File: src/rtl/fixture_pkg.sv
// Shared types and limits for the parametrised simulation fixture bank.
package fixture_pkg;

  typedef enum logic {
    CNT_WRAP     = 1'b0,
    CNT_SATURATE = 1'b1
  } counter_mode_e;

  localparam int unsigned MAX_DEPTH = 16;

endpackage

File: src/rtl/fixture_counter_channel.sv
// One up/down counter with synchronous load and a registered terminal-count pulse.
module fixture_counter_channel
  import fixture_pkg::*;
#(
  parameter int unsigned   WIDTH = 8,
  parameter counter_mode_e MODE  = CNT_WRAP
) (
  input  logic             clk,
  input  logic             sync_rst_n,
  input  logic             en,
  input  logic             up,
  input  logic             load,
  input  logic [WIDTH-1:0] load_value,
  output logic [WIDTH-1:0] count,
  output logic             tc
);

  localparam logic [WIDTH-1:0] MAX_VAL  = {WIDTH{1'b1}};
  localparam logic [WIDTH-1:0] ZERO_VAL = '0;

  logic [WIDTH-1:0] count_nxt;
  logic             tc_nxt;

  // Next count and tc: load beats enable; a step starting at the boundary flags tc.
  always_comb begin
    count_nxt = count;
    tc_nxt    = 1'b0;
    if (load) begin
      count_nxt = load_value;
    end else if (en) begin
      if (up) begin
        if (count == MAX_VAL) begin
          tc_nxt    = 1'b1;
          count_nxt = (MODE == CNT_SATURATE) ? MAX_VAL : ZERO_VAL;
        end else begin
          count_nxt = count + WIDTH'(1);
        end
      end else begin
        if (count == ZERO_VAL) begin
          tc_nxt    = 1'b1;
          count_nxt = (MODE == CNT_SATURATE) ? ZERO_VAL : MAX_VAL;
        end else begin
          count_nxt = count - WIDTH'(1);
        end
      end
    end
  end

  // Counter and tc registers with synchronous active-low clear.
  always_ff @(posedge clk) begin
    if (!sync_rst_n) begin
      count <= '0;
      tc    <= 1'b0;
    end else begin
      count <= count_nxt;
      tc    <= tc_nxt;
    end
  end

endmodule

File: src/rtl/param_fixture_bank.sv
// Bank of independent counters plus a valid-qualified fixed-latency delay line.
module param_fixture_bank
  import fixture_pkg::*;
#(
  parameter int unsigned   CHANNELS  = 4,
  parameter int unsigned   WIDTH     = 8,
  parameter counter_mode_e MODE      = CNT_WRAP,
  parameter int unsigned   BUS_WIDTH = 48,
  parameter int unsigned   DEPTH     = 3
) (
  input  logic                      clk,
  input  logic                      sync_rst_n,
  input  logic [CHANNELS-1:0]       en,
  input  logic [CHANNELS-1:0]       up,
  input  logic [CHANNELS-1:0]       load,
  input  logic [CHANNELS*WIDTH-1:0] load_value,
  output logic [CHANNELS*WIDTH-1:0] count,
  output logic [CHANNELS-1:0]       tc,
  input  logic [BUS_WIDTH-1:0]      bus_in,
  input  logic                      bus_valid_in,
  output logic [BUS_WIDTH-1:0]      bus_out,
  output logic                      bus_valid_out
);

  // Reject out-of-range parameter sets at start of simulation.
  initial begin
    if (CHANNELS < 1 || WIDTH < 1 || WIDTH > 64 ||
        BUS_WIDTH < 1 || BUS_WIDTH > 128 || DEPTH > MAX_DEPTH) begin
      $error("param_fixture_bank: parameter out of range");
    end
  end

  // One counter channel per lane, packed into the flat count bus.
  for (genvar ch = 0; ch < CHANNELS; ch++) begin : g_chan
    fixture_counter_channel #(
      .WIDTH (WIDTH),
      .MODE  (MODE)
    ) u_chan (
      .clk        (clk),
      .sync_rst_n (sync_rst_n),
      .en         (en[ch]),
      .up         (up[ch]),
      .load       (load[ch]),
      .load_value (load_value[ch*WIDTH +: WIDTH]),
      .count      (count[ch*WIDTH +: WIDTH]),
      .tc         (tc[ch])
    );
  end

  if (DEPTH == 0) begin : g_pass
    // Zero-latency build: straight wires, untouched by reset.
    assign bus_out       = bus_in;
    assign bus_valid_out = bus_valid_in;
  end else begin : g_pipe
    logic [BUS_WIDTH-1:0] data_q  [DEPTH];
    logic [DEPTH-1:0]     valid_q;

    // First stage captures every cycle, regardless of valid.
    always_ff @(posedge clk) begin
      if (!sync_rst_n) begin
        data_q[0]  <= '0;
        valid_q[0] <= 1'b0;
      end else begin
        data_q[0]  <= bus_in;
        valid_q[0] <= bus_valid_in;
      end
    end

    for (genvar s = 1; s < DEPTH; s++) begin : g_stage
      // Later stages shift unconditionally; reset discards in-flight entries.
      always_ff @(posedge clk) begin
        if (!sync_rst_n) begin
          data_q[s]  <= '0;
          valid_q[s] <= 1'b0;
        end else begin
          data_q[s]  <= data_q[s-1];
          valid_q[s] <= valid_q[s-1];
        end
      end
    end

    assign bus_out       = data_q[DEPTH-1];
    assign bus_valid_out = valid_q[DEPTH-1];
  end

endmodule

File: config.mk
export PLATFORM = sky130hd
export DESIGN_NAME = param_fixture_bank
export DESIGN_NICKNAME = d
export VERILOG_FILES = /design/src/rtl/fixture_pkg.sv /design/src/rtl/fixture_counter_channel.sv /design/src/rtl/param_fixture_bank.sv
export SDC_FILE = /design/constraint.sdc
export NUM_CORES = 1
export LEC_CHECK = 0
export BUFFER_PORTS_ARGS = -buffer_cell sky130_fd_sc_hd__buf_4
export CAP_MARGIN = 10
export CORE_MARGIN = 5
export CORE_UTILIZATION = 48
export CTS_CLUSTER_DIAMETER = 50
export CTS_CLUSTER_SIZE = 40
export DETAILED_ROUTE_END_ITERATION = 7
export HOLD_SLACK_MARGIN = 0.15
export PLACE_DENSITY_LB_ADDON = 0.1
export SYNTH_ARGS = -nofsm -noshare
export SYNTH_HDL_FRONTEND = slang
export SYNTH_SLANG_ARGS = --single-unit
File: constraint.sdc
create_clock -name clk -period 2 [get_ports clk]
set_input_delay 0.3 -clock clk [delete_from_list [all_inputs] [get_ports clk]]
set_output_delay 0.3 -clock clk [all_outputs]
set_load 0.005 [all_outputs]
Yosys cells after proc, flatten, opt, wreduce, memory -nomap -nowiden:

Memories as Yosys holds them, arrays and structs flattened.
Cells that the tools add are included.

* register bits after elaboration: 39
* latch bits: 0
* RAM bits: 144
* memory bits (read-only): 0
* bits of input ports: 95
* output and inout bits: 85
* logic and storage cells: 81
* memories kept: 1

Memories
* g_pipe.data_q: depth 3, width 48, rd ports 3, clocked after memory_dff 0, wr ports 3, line param_fixture_bank.sv:55 `logic [BUS_WIDTH-1:0] data_q [DEPTH];`

* add/subtract/negate cells: 8
* multiply operators: 0
* divide/modulo/power cells: 0
* $lt $le $gt $ge: 0
* eq/ne operators: 4
* shifts and indexed selects: 0
* multiplexer cells: 37
* bitwise logic cells: 8
* reductions and logical operators: 12

Operators by type and width (count)
* 2-to-1 mux 8 bit: 20
* 2-to-1 mux 48 bit: 3
* adder 8 x 1 -> 8 bit (second input constant): 4
* equality test 8 bit (second input constant): 4
* zero test 8 bit: 4
* subtractor 8 x 1 -> 8 bit (second input constant): 4
* 2-to-1 mux 1 bit: 14
* OR reduction 3 bit: 4
* nonzero test 2 bit: 4
* NOT 1 bit: 5
* OR 1 bit: 3

Logic depth before layout (Yosys ltp):

* word-level depth: 5
* depth in mapped cells: 8
* mapped depth without buffers: 7

Cells and area by module:

From an unflattened synthesis, not the netlist that was laid out.

* cells, all modules: 766
* area total of the unflattened synthesis: 7171.9 µm²

By module, submodules not included
* param_fixture_bank: instances 1, cells an instance 310, area each 4038.9 µm²
* fixture_counter_channel: instances 4, cells an instance 114, area each 783.3 µm²

Worst setup path after synthesis:

Ideal clock, no wire load.

* path kind: register to register
* start: register g_chan[1].u_chan.count[0]
* end: register g_chan[1].u_chan.count[4]
* library setup time: 0.058 ns
* arrival: 2.062 ns
* required time: 1.942 ns
* slack: -0.120 ns
* stages on the path, launching flop included: 9
* path buffers: 1
* period minus slack after synthesis: 2.120 ns
* cell sequence: dfxtp_1 > clkbuf_1 > inv_1 > ha_1 > or4b_1 > or4b_4 > nor2b_1 > nor3_1 > o21a_1

* longest elaborated chain between the ends: 5
* elaborated cells between the ends (all ways): 9
* classes of those cells: add/sub: 2; eq/ne: 1; mux: 5; reduce/logical: 1

RTL lines
* start: declaration: line fixture_counter_channel.sv:14 `output logic [WIDTH-1:0] count,`
* start signal: assignment: line fixture_counter_channel.sv:55 `count <= count_nxt;`
* subtractor 8 x 1 -> 8 bit (tied with other cells): line fixture_counter_channel.sv:43 `count_nxt = count - WIDTH'(1);`
* 2-to-1 mux 8 bit, on equally long branches: line fixture_counter_channel.sv:39, fixture_counter_channel.sv:32
* 2-to-1 mux 8 bit *: line fixture_counter_channel.sv:31 `if (up) begin`
* 2-to-1 mux 8 bit *: line fixture_counter_channel.sv:30 `end else if (en) begin`
* 2-to-1 mux 8 bit *: line fixture_counter_channel.sv:28 `if (load) begin`

Mark *: on every way between the ends. The rest lies on a longest branch, timed or not. The select of a mux whose other input is x is not followed.
A chain may end at the register's enable or synchronous reset.

Worst setup path in the final report:

* start: register g_chan[1].u_chan.count[1]
* end: register g_chan[1].u_chan.count[4]

The elaborated chain is that of the path after synthesis.

==> out/qor.txt <==
HP Class -> in -> reg
Max-slew headroom -> 0.660
total grt overflow -> 0
Placed Area -> 8680 um2
Iteration-0 DRC Markers -> 389
Routed WL -> 17,600 um
EDFF count, synth -> 0
clock skew -> 6.35 ps
Syn Nets -> 860
asr flop ratio synth -> 0
number of synthesized register bits -> 183
Least-Margin Pin Slew -> 503 ps
Fin. Hold Viols -> 0
yosys warns -> 0
largest net degree at the start of global routing -> 111
fillers -> 1,129
Routed WL per cell -> 14.9 um
vias in the first global route -> 5,918
crit path time final -> 2010 ps
Die X -> 132 um
final worst-path cycle share -> 1.00
pre-CTS setup slack -> 21.9 ps
reg2reg end -> g_chan[1].u_chan.count[4]
Final Slew Violations -> 0
worst-skew pair later-pin latency -> 420 ps
sequential area share after synthesis -> 0.516
CP startpoint -> g_chan[1].u_chan.count[1]
Area Growth Syn to Fin -> 39.7%
HPWL Detailed -> 12,000 um
Clock Tree Buf Depth -> 2
vias -> 6,030
launch point of the worst reg-to-reg path -> g_chan[1].u_chan.count[1]
io pins -> 180
Tot Pwr -> 8.41 mW
antenna violations before repair -> 0
worst path required time -> 2370 ps
library cells used by synthesis -> 69
# diodes -> 0
Root Buffer -> clkbuf_16
most common cell after layout, fill and taps aside -> buf_4
Util after Layout -> 0.682
WP data arrival -> 2380 ps
maximum vdd drop -> 0.000677 V
Std-Cell Rows -> 44
r2r setup slk -> -5 ps
crit path cell chain -> inv_4, ha_4, or4b_4, or4b_4, nor2b_1, nor3_1, o21a_1
f_max -> 499 MHz
drt drc -> 0
Leak -> 4.33 nW
post-route cell area -> 9920 um2
Num CTS Buffers -> 17
CP max FO -> 2
Die ar. -> 17,300 um2
PwrDens -> 848 nW/um2
gpl congestion -> 0.916
status -> complete, but fails checks
DRT Pass-1 Iters -> 5
first-pass GRT wire length -> 29,400 um
CTS Sinks -> 183
clock slew at reported path FFs -> 70 ps
Crit. End Element -> register
setup TNS -> -5.39 ps
Core ar. -> 14,500 um2
PortBufs -> 179
PnR worst setup slack -> -5.39 ps
die height -> 132 um
syn avg cell area -> 9.43 um2
Startpoint Class -> register
Setup crit end -> g_chan[1].u_chan.count[4]
top_reg_cell synth -> dfxtp_1
max cap viols -> 0
failing checks -> negative setup slack
most frequent cells in the layout -> buf_4 (209), dfxtp_1 (179), and2_1 (150)
TritonCTS clock tree -> built
final setup fails -> 1
CP Class -> reg -> reg
H-tree Lvls -> 4
Worst path max stage delay -> 530 ps
slowest CP cell -> or4b_4
CP dominant cell by count -> or4b_4
Final nets -> 1,093
antenna viol nets, final -> 0
vias per inst -> 5.10
Reg2Reg Depth -> 7
Gate Count Post-Synth -> 753
Initial Util -> 0.488
share of cells above drive strength 1 -> 0.263
Post-Syn Area -> 7100 um2
RSZ-0062 raised after global routing -> yes
GRT Total Usage -> 0.203
==> worst max-delay path, delay by kind of cell (launching register included) <==
family | cells | cell delay [ps]
buffers and inverters | 1 | 60
adders and majority gates | 1 | 120
AOI/OAI and AO/OA | 1 | 130
and+or+nand+nor | 4 | 1320
DFF | 1 | 340
==> registers in the layout (all words and copies together), names as in the netlist <==
signal               flops
g_chan.u_chan.count     32
bus_valid_out            1
g_pipe.data_q          144
g_chan.u_chan.tc         4
g_pipe.valid_q           2
==> final cells by class <==
| cell class | count | area, um2 | share of cell area |
|---|---|---|---|
| repair buffers | 272 | 2210 | 0.223 |
| inverters | 18 | 72.6 | 0.00732 |
| clock inverters | 14 | 163 | 0.0164 |
| multi-input cells | 494 | 3130 | 0.316 |
| clock buffers | 18 | 439 | 0.0443 |
| flip-flops and latches | 183 | 3670 | 0.370 |
| well taps | 184 | 230 | 0.0232 |
==> logic make-up after synthesis <==
family          share of synthesized area
fa+ha+maj                          0.0211
buf+inv                            0.0467
compound gates                      0.125
simple gates                        0.267
mux                               0.00300
flops                               0.516
xor+xnor                           0.0210
==> layer usage <==
| metal | wire [um] | global-route usage |
|---|---|---|
| met1 | 7780 | 0.269 |
| met2 | 8100 | 0.317 |
| met3 | 1230 | 0.0508 |
| met4 | 493 | 0.0840 |
| met5 | 0 | 0 |
==> report_power, final <==
group | internal (mW) | total [mW] | switching [mW] | leakage [nW]
clock network | 1.81 | 3.31 | 1.50 | 0.285
registers | 3.82 | 3.91 | 0.0941 | 1.51
logic | 0.639 | 1.18 | 0.543 | 2.53
==> Yosys cell counts, drive strengths merged (3+ instances only) <==
library cell	count	share of area
nand3	20	0.014
o311a	4	0.0056
o211ai	4	0.0042
nor3b	7	0.0074
o311ai	4	0.0049
nand4	6	0.0053
and3	6	0.0053
nand2	49	0.026
dfxtp	183	0.52
nor3	13	0.0092
o21ai	29	0.020
o21a	4	0.0042
or3	6	0.0056
nand2b	12	0.011
clkbuf	46	0.024
o2111ai	3	0.0037
buf	12	0.013
a31oi	8	0.0070
nor2b	6	0.0053
nor2	30	0.016
a21oi	35	0.025
inv	17	0.0090
nor4	6	0.0053
o31ai	5	0.0053
o22ai	3	0.0026
or4	3	0.0042
ha	12	0.021
and4	5	0.0063
or4b	3	0.0048
o31a	3	0.0037
xnor2	10	0.012
and2	150	0.13
a311oi	3	0.0037
xor2	7	0.0086
nand3b	3	0.0032
==> through the flow <==
stage               instances  hold slack (ps)
floorplan                 753              412
global placement         1089              413
detailed placement       1089              417
CTS                      1183              154
global route             1183              151
finish                   1183              173
==> worst min-delay path by stage <==
stage               cells past startpoint                   endpoint            startpoint  slack [ps]
finish                                  3  g_chan[2].u_chan.count[4]        load_value[20]         170
global route                            3  g_chan[2].u_chan.count[1]        load_value[17]         150
CTS                                     3  g_chan[2].u_chan.count[4]        load_value[20]         150
detailed placement                      1        g_pipe.data_q[1][5]   g_pipe.data_q[0][5]         420
global placement                        1       g_pipe.data_q[2][32]  g_pipe.data_q[1][32]         410
floorplan                               1              bus_valid_out     g_pipe.valid_q[1]         410
==> timing repair <==
item,CTS,global route
gates resized for setup,0,5
hold buffers,62,0
buffers inserted,0,0
endpoints found under the setup margin,0,6
hold endpoints to repair,61,0
Power figures use the tool's default switching activity.
